**src/rtl/spi_flash_reader_if.sv**
```systemverilog
// Wishbone classic bus bundle between spi_flash_reader (master) and the
// simple_spi register file (slave).
//   o_wb_adr  byte address of the simple_spi register (64-bit spaced)
//   o_wb_dat  write data, only [7:0] carries information
//   o_wb_sel  byte select, lane 0 only
//   o_wb_we   write enable
//   o_wb_cyc  cycle, o_wb_stb strobe (always equal)
//   i_wb_rdt  read data, only [7:0] used
//   i_wb_ack  acknowledge, i_wb_err error termination
interface spi_flash_reader_if;
  logic [5:0]  o_wb_adr;
  logic [31:0] o_wb_dat;
  logic [3:0]  o_wb_sel;
  logic        o_wb_we;
  logic        o_wb_cyc;
  logic        o_wb_stb;
  logic [31:0] i_wb_rdt;
  logic        i_wb_ack;
  logic        i_wb_err;

  modport master (
    output o_wb_adr, o_wb_dat, o_wb_sel, o_wb_we, o_wb_cyc, o_wb_stb,
    input  i_wb_rdt, i_wb_ack, i_wb_err
  );

  modport slave (
    input  o_wb_adr, o_wb_dat, o_wb_sel, o_wb_we, o_wb_cyc, o_wb_stb,
    output i_wb_rdt, i_wb_ack, i_wb_err
  );
endinterface

```
**src/rtl/spi_flash_reader.sv**
```systemverilog
// SPI NOR flash READ (0x03) sequencer. Drives the simple_spi controller over
// Wishbone: configures SPCR, asserts CS via SSR, shifts command/address bytes
// and dummy bytes through SPDR, polls SPSR for received data and streams the
// data bytes out on a valid/ready interface.
// Ports:
//   clk, rst_n         clock, synchronous active-low reset
//   i_start            start request (IDLE only), i_addr/i_len captured then
//   o_busy             transfer in progress
//   o_done / o_err     one-cycle completion / abort pulse
//   o_rdata, o_rvalid  received data byte stream, i_rready consumer ready
//   wb                 Wishbone master port to simple_spi
module spi_flash_reader #(
  parameter logic [1:0] SPR          = 2'b00,
  parameter int         POLL_TIMEOUT = 1023
) (
  input  logic        clk,
  input  logic        rst_n,
  input  logic        i_start,
  input  logic [23:0] i_addr,
  input  logic [15:0] i_len,
  output logic        o_busy,
  output logic        o_done,
  output logic        o_err,
  output logic [7:0]  o_rdata,
  output logic        o_rvalid,
  input  logic        i_rready,
  spi_flash_reader_if.master wb
);

  localparam logic [5:0] ADR_SPCR = 6'h00;
  localparam logic [5:0] ADR_SPSR = 6'h08;
  localparam logic [5:0] ADR_SPDR = 6'h10;
  localparam logic [5:0] ADR_SSR  = 6'h20;
  localparam logic [9:0] POLL_LAST = 10'(POLL_TIMEOUT - 1);

  typedef enum logic [3:0] {
    S_IDLE, S_CFG, S_CS_ON, S_TX, S_POLL, S_RX, S_OUT, S_CS_OFF, S_FIN
  } state_t;

  state_t      state_reg, state_next;
  state_t      tgt_reg, tgt_next;       // state to enter after the idle gap
  logic        gap_reg, gap_next;       // bus access finished, cyc low this cycle
  logic        cyc_reg, cyc_next;
  logic        we_reg, we_next;
  logic [5:0]  adr_reg, adr_next;
  logic [7:0]  dat_reg, dat_next;
  logic [23:0] addr_reg, addr_next;
  logic [15:0] rem_reg, rem_next;
  logic [1:0]  hdr_cnt_reg, hdr_cnt_next;
  logic        data_ph_reg, data_ph_next;
  logic [9:0]  poll_cnt_reg, poll_cnt_next;
  logic        abort_reg, abort_next;
  logic [7:0]  rdata_reg, rdata_next;
  logic        rvalid_reg, rvalid_next;
  logic        busy_reg, busy_next;
  logic        done_reg, done_next;
  logic        err_reg, err_next;
  logic        launch;
  logic [7:0]  tx_byte;
  logic        rdt_unused;

  assign rdt_unused = ^wb.i_wb_rdt[31:8];

  assign wb.o_wb_adr = adr_reg;
  assign wb.o_wb_dat = {24'h0, dat_reg};
  assign wb.o_wb_sel = 4'b0001;
  assign wb.o_wb_we  = we_reg;
  assign wb.o_wb_cyc = cyc_reg;
  assign wb.o_wb_stb = cyc_reg;
  assign o_busy   = busy_reg;
  assign o_done   = done_reg;
  assign o_err    = err_reg;
  assign o_rdata  = rdata_reg;
  assign o_rvalid = rvalid_reg;

  // Header bytes are indexed by how many header responses were drained.
  always_comb begin
    tx_byte = 8'h00;
    if (!data_ph_reg) begin
      case (hdr_cnt_reg)
        2'd0:    tx_byte = 8'h03;
        2'd1:    tx_byte = addr_reg[23:16];
        2'd2:    tx_byte = addr_reg[15:8];
        default: tx_byte = addr_reg[7:0];
      endcase
    end
  end

  always_comb begin
    state_next    = state_reg;
    tgt_next      = tgt_reg;
    gap_next      = gap_reg;
    cyc_next      = cyc_reg;
    we_next       = we_reg;
    adr_next      = adr_reg;
    dat_next      = dat_reg;
    addr_next     = addr_reg;
    rem_next      = rem_reg;
    hdr_cnt_next  = hdr_cnt_reg;
    data_ph_next  = data_ph_reg;
    poll_cnt_next = poll_cnt_reg;
    abort_next    = abort_reg;
    rdata_next    = rdata_reg;
    rvalid_next   = rvalid_reg;
    busy_next     = busy_reg;
    done_next     = 1'b0;
    err_next      = 1'b0;
    launch        = 1'b0;

    case (state_reg)
      S_IDLE: begin
        if (i_start) begin
          addr_next    = i_addr;
          rem_next     = i_len;
          hdr_cnt_next = 2'd0;
          data_ph_next = 1'b0;
          abort_next   = 1'b0;
          busy_next    = 1'b1;
          if (i_len == 16'd0) begin
            state_next = S_FIN;
          end else begin
            state_next = S_CFG;
            launch     = 1'b1;
          end
        end
      end
      S_CFG, S_CS_ON, S_TX, S_POLL, S_RX, S_CS_OFF: begin
        if (gap_reg) begin
          gap_next   = 1'b0;
          state_next = tgt_reg;
          launch     = (tgt_reg != S_FIN);
        end else if (cyc_reg && (wb.i_wb_ack || wb.i_wb_err)) begin
          cyc_next = 1'b0;
          gap_next = 1'b1;
          // err wins over a simultaneous ack
          if (wb.i_wb_err) begin
            abort_next = 1'b1;
            tgt_next   = (state_reg == S_CS_OFF) ? S_FIN : S_CS_OFF;
          end else begin
            case (state_reg)
              S_CFG:   tgt_next = S_CS_ON;
              S_CS_ON: tgt_next = S_TX;
              S_TX:    tgt_next = S_POLL;
              S_POLL: begin
                if (!wb.i_wb_rdt[0]) begin
                  tgt_next = S_RX;
                end else if (poll_cnt_reg == POLL_LAST) begin
                  abort_next = 1'b1;
                  tgt_next   = S_CS_OFF;
                end else begin
                  poll_cnt_next = poll_cnt_reg + 10'd1;
                  tgt_next      = S_POLL;
                end
              end
              S_RX: begin
                if (data_ph_reg) begin
                  // OUT itself provides the idle cycle, so no gap here
                  gap_next    = 1'b0;
                  rdata_next  = wb.i_wb_rdt[7:0];
                  rvalid_next = 1'b1;
                  state_next  = S_OUT;
                end else begin
                  hdr_cnt_next = hdr_cnt_reg + 2'd1;
                  if (hdr_cnt_reg == 2'd3) data_ph_next = 1'b1;
                  tgt_next = S_TX;
                end
              end
              default: tgt_next = S_FIN;
            endcase
          end
        end
      end
      S_OUT: begin
        if (i_rready) begin
          rvalid_next = 1'b0;
          rem_next    = rem_reg - 16'd1;
          state_next  = (rem_reg == 16'd1) ? S_CS_OFF : S_TX;
          launch      = 1'b1;
        end
      end
      S_FIN: begin
        done_next  = ~abort_reg;
        err_next   = abort_reg;
        busy_next  = 1'b0;
        state_next = S_IDLE;
      end
      default: state_next = S_IDLE;
    endcase

    // Bus signals are registered on the edge that enters the access state.
    if (launch) begin
      cyc_next = 1'b1;
      case (state_next)
        S_CFG:    begin adr_next = ADR_SPCR; we_next = 1'b1; dat_next = {6'b010100, SPR}; end
        S_CS_ON:  begin adr_next = ADR_SSR;  we_next = 1'b1; dat_next = 8'h01; end
        S_TX:     begin adr_next = ADR_SPDR; we_next = 1'b1; dat_next = tx_byte; poll_cnt_next = 10'd0; end
        S_POLL:   begin adr_next = ADR_SPSR; we_next = 1'b0; dat_next = 8'h00; end
        S_RX:     begin adr_next = ADR_SPDR; we_next = 1'b0; dat_next = 8'h00; end
        S_CS_OFF: begin adr_next = ADR_SSR;  we_next = 1'b1; dat_next = 8'h00; end
        default:  cyc_next = 1'b0;
      endcase
    end
  end

  always_ff @(posedge clk) begin
    if (!rst_n) begin
      state_reg    <= S_IDLE;
      tgt_reg      <= S_IDLE;
      gap_reg      <= 1'b0;
      cyc_reg      <= 1'b0;
      we_reg       <= 1'b0;
      adr_reg      <= 6'h00;
      dat_reg      <= 8'h00;
      addr_reg     <= 24'h0;
      rem_reg      <= 16'h0;
      hdr_cnt_reg  <= 2'd0;
      data_ph_reg  <= 1'b0;
      poll_cnt_reg <= 10'd0;
      abort_reg    <= 1'b0;
      rdata_reg    <= 8'h00;
      rvalid_reg   <= 1'b0;
      busy_reg     <= 1'b0;
      done_reg     <= 1'b0;
      err_reg      <= 1'b0;
    end else begin
      state_reg    <= state_next;
      tgt_reg      <= tgt_next;
      gap_reg      <= gap_next;
      cyc_reg      <= cyc_next;
      we_reg       <= we_next;
      adr_reg      <= adr_next;
      dat_reg      <= dat_next;
      addr_reg     <= addr_next;
      rem_reg      <= rem_next;
      hdr_cnt_reg  <= hdr_cnt_next;
      data_ph_reg  <= data_ph_next;
      poll_cnt_reg <= poll_cnt_next;
      abort_reg    <= abort_next;
      rdata_reg    <= rdata_next;
      rvalid_reg   <= rvalid_next;
      busy_reg     <= busy_next;
      done_reg     <= done_next;
      err_reg      <= err_next;
    end
  end

endmodule

```
**src/flat_wrapper.sv**
```systemverilog
// flat-port wrapper written by rule: the top's interface ports become plain ports
module spi_flash_reader_flat 
#(
  parameter logic [1:0] SPR          = 2'b00,
  parameter int         POLL_TIMEOUT = 1023
)
  (clk, rst_n, i_start, i_addr, i_len, o_busy, o_done, o_err, o_rdata, o_rvalid, i_rready, wb_o_wb_adr, wb_o_wb_dat, wb_o_wb_sel, wb_o_wb_we, wb_o_wb_cyc, wb_o_wb_stb, wb_i_wb_rdt, wb_i_wb_ack, wb_i_wb_err);
  spi_flash_reader_if wb_i ();
  input  logic clk;
  input  logic rst_n;
  input  logic i_start;
  input  logic [23:0] i_addr;
  input  logic [15:0] i_len;
  output logic o_busy;
  output logic o_done;
  output logic o_err;
  output logic [7:0] o_rdata;
  output logic o_rvalid;
  input  logic i_rready;
  output wire logic [$bits(wb_i.o_wb_adr)-1:0] wb_o_wb_adr;
  output wire logic [$bits(wb_i.o_wb_dat)-1:0] wb_o_wb_dat;
  output wire logic [$bits(wb_i.o_wb_sel)-1:0] wb_o_wb_sel;
  output wire logic [$bits(wb_i.o_wb_we)-1:0] wb_o_wb_we;
  output wire logic [$bits(wb_i.o_wb_cyc)-1:0] wb_o_wb_cyc;
  output wire logic [$bits(wb_i.o_wb_stb)-1:0] wb_o_wb_stb;
  input wire logic [$bits(wb_i.i_wb_rdt)-1:0] wb_i_wb_rdt;
  input wire logic [$bits(wb_i.i_wb_ack)-1:0] wb_i_wb_ack;
  input wire logic [$bits(wb_i.i_wb_err)-1:0] wb_i_wb_err;
  assign wb_o_wb_adr = wb_i.o_wb_adr;
  assign wb_o_wb_dat = wb_i.o_wb_dat;
  assign wb_o_wb_sel = wb_i.o_wb_sel;
  assign wb_o_wb_we = wb_i.o_wb_we;
  assign wb_o_wb_cyc = wb_i.o_wb_cyc;
  assign wb_o_wb_stb = wb_i.o_wb_stb;
  assign wb_i.i_wb_rdt = wb_i_wb_rdt;
  assign wb_i.i_wb_ack = wb_i_wb_ack;
  assign wb_i.i_wb_err = wb_i_wb_err;
  spi_flash_reader #(.SPR(SPR), .POLL_TIMEOUT(POLL_TIMEOUT)) u_core (.clk(clk), .rst_n(rst_n), .i_start(i_start), .i_addr(i_addr), .i_len(i_len), .o_busy(o_busy), .o_done(o_done), .o_err(o_err), .o_rdata(o_rdata), .o_rvalid(o_rvalid), .i_rready(i_rready), .wb(wb_i));
endmodule
```
**config.mk**
```make
export PLATFORM = sky130hd
export DESIGN_NAME = spi_flash_reader_flat
export DESIGN_NICKNAME = d
export VERILOG_FILES = /design/src/rtl/spi_flash_reader_if.sv /design/src/rtl/spi_flash_reader.sv /design/src/flat_wrapper.sv
export SDC_FILE = /design/constraint.sdc
export NUM_CORES = 1
export LEC_CHECK = 0
export ABC_AREA = 1
export ABC_CLOCK_PERIOD_IN_PS = 2000
export CAP_MARGIN = 20
export CORE_MARGIN = 3
export CORE_UTILIZATION = 41
export CTS_CLUSTER_DIAMETER = 200
export DETAILED_ROUTE_END_ITERATION = 12
export GPL_TIMING_DRIVEN = 0
export PLACE_DENSITY = 0.73
export SYNTH_ARGS = -nofsm -noshare
export SYNTH_HDL_FRONTEND = slang
export SYNTH_SLANG_ARGS = --single-unit
```
**constraint.sdc**
```tcl
create_clock -name clk -period 2 [get_ports clk]
set_clock_uncertainty 0.15 [all_clocks]
set_input_delay 0.4 -clock clk [delete_from_list [all_inputs] [get_ports clk]]
set_output_delay 0.4 -clock clk [all_outputs]
set_load 0.02 [all_outputs]
```
==> flow_summary.toml <==
[synth]
syn_area_per_cell_um2 = 7.02
async_flop_share_pct = 0
ys_seq_area_share_pct = 37.2
synth_warnings = 0
synth-edff-count = 0
syn_inst = 675
syn_area_mm2 = 0.00474
synth_cell_types = 44
synth.most_common_cell = "nor2_1"
yosys-top-cells-count = "131 x nor2_1, 92 x nand2_1, 88 x dfxtp_1"
synth_top_area_share_pct = 37.2
synth_top_cell_by_area = "dfxtp_1"
synth-seq-cells = 88
synth_area_leaders = "dfxtp_1 37%, nor2_1 10%, nand2_1 7.3%"
synth-main-ff-cell = "dfxtp_1"

[sta]
setup_slack_ps = -182
period_needed_ps = 2180
max_freq_mhz = 458
tightest_slew_ps = 860
setup_viol = 23
slew_headroom_pct = 41.9
finalCritPeriodShare_pct = 109
drv_slew = 0
setup_tns_ps = -2600
rsz0062_at_grt = "yes"
hold_violations = 0

[setup_path]
crit_chain = "nor2_4 > nand3_4 > nor2_4 > buf_4 > nand2_1 > nand3_2 > nor2_4 > buf_4 > nor2_2 > nand2_1 > nand3_1 > nand3_1 > nand2_1 > nor2_1"
crit_path_max_fanout = 5
crit_required_ps = 2080
end_kind = "register"
crit_slowest_cell = "dfxtp_4"
crit_path_start_kind = "register"
slowest_delay_ps = 380
crit_type = "reg2reg"
cp.arrival_ps = 2260

[finish]
num-nets-final = 911
fillers = 976
antenna_cells = 0
final_area_mm2 = 0.00670
final_util_pct = 60.5
syn_to_final_growth_pct = 41.4
largest_reg_flops = 24
drive_gt1_share_pct = 23.4

[clock_tree]
clk_path_buf_depth = 2
cts_tree = "yes"
cts_max_level = 3
cts.clk_slew.worst_paths_ps = 60
cts_hold_buf = 0
cts_sinks = 88
cts_buffers = 9
root_buffer = "clkbuf_16"
insertion_delay_ps = 340

[worst_hold_path]
min_path_type = "reg2reg"

[floorplan]
rows = 38
ios = 135
start_util_pct = 42.8
dieWidth_um = 114
die_area_mm2 = 0.0129
die_y_um = 114
core_area_mm2 = 0.0111

[power]
power_uw = 4430
max-vdd-ir-drop_mv = 0.503
p_leak_uw = 0.00284
cellPowerDensity_mw_per_mm2 = 661

[run_status]
violations = "setup timing"
outcome = "finished with violations"

[placed_design]
pre_cts_slack_ps = -684
dpl.hpwl_um = 9830
gp_congestion = 0.914
dpl-instance-area_mm2 = 0.00582
port_buffers = 79

[drt]
drt_iter0_markers = 380
firstDrtPassIters = 5
met3_length_um = 962
wl_per_cell_um = 14.4
post-route-drc-count = 0
route.antenna.remaining_nets = 0
dr_wl_met2_um = 6540
route.top_layer_used = "met4"
wl_met1_um = 6190
drt_wl_total_um = 13900
vias = 4925
vias_per_cell = 5.08

[global_route]
grt_pass1_vias = 4630
grt_pass1_wl_um = 21800
grt_max_degree = 15
grt_usage_pct = 20.8
antenna_found_initial = 0
gr-total-overflow = 0

[job]
drv_cap = 0
==> cell families after synthesis <==
| logic type | after synthesis | share of synthesized area, % |
|---|---|---|
| simple gates | 309 | 29.3 |
| compound gates | 147 | 17.9 |
| buf+inv | 110 | 11.4 |
| flops | 88 | 37.2 |
| xor+xnor | 11 | 2.03 |
| fa+ha+maj | 8 | 2.11 |
| other cells | 2 | 0.158 |
==> metrics by stage <==
stage,cells,hold WS [ps]
after floorplan,704,241
after global placement,923,253
after detailed placement,923,268
after CTS,955,282
after global routing,969,303
final,969,286
==> metal layers <==
layer	vias to the layer above	track usage [%]
li1	2450	-
met5	-	0
met3	17	4.93
met2	187	33.2
met4	0	7.37
met1	2271	27.7
==> critical path: cells and delay by family (launching register included) <==
| kind | cells | cell delay, ps |
|---|---|---|
| flip-flops | 1 | 380 |
| buffers and inverters | 2 | 300 |
| AND/OR/NAND/NOR | 12 | 1240 |
==> layout by cell type, fill, tap and decap left out, types with 12 or more instances in the layout <==
master	count
nor2_1	118
clkdlybuf4s50_1	59
nand2_2	19
dlygate4sd2_1	19
clkbuf_1	12
inv_1	45
a21oi_1	48
buf_4	62
nor2_4	16
dfxtp_1	82
o21ai_0	59
nand2_1	74
conb_1	31
nor2_2	17
nand3_1	24
nand2_4	12
==> power by group <==
group          leakage (uW)  internal (uW)  switching (uW)
sequential         0.000724           1840            67.9
combinational       0.00197            379             487
clock              0.000143            963             693
==> layout make-up <==
| type | count | area, um^2 | share of cell area, % |
|---|---|---|---|
| Tap cell | 140 | 175 | 2.61 |
| Timing Repair Buffer | 112 | 1030 | 15.4 |
| Clock inverter | 5 | 57.6 | 0.859 |
| Inverter | 57 | 250 | 3.73 |
| Multi-Input combinational cell | 507 | 2860 | 42.6 |
| Buffer | 50 | 327 | 4.87 |
| Clock buffer | 10 | 229 | 3.42 |
| Sequential cell | 88 | 1780 | 26.5 |
==> path summary, 6_finish.rpt <==
| path | endpoint | from | slack [ps] | cells after the start |
|---|---|---|---|---|
| max | u_core.dat_reg[6] | u_core.state_reg[2] | -180 | 14 |
| min | u_core.o_done | u_core.abort_reg | 290 | 1 |
| max reg2reg | u_core.dat_reg[6] | u_core.state_reg[2] | -180 | 14 |
| min reg2reg | u_core.o_done | u_core.abort_reg | 290 | 1 |
==> timing repair <==
action                                  CTS  global route
gates cloned                              1             1
pin swaps                                37            19
endpoints found under the setup margin   62            38
buffers inserted                         19            13
gates resized for setup                  70            61
Note: power is estimated with default switching activity, not from simulation.
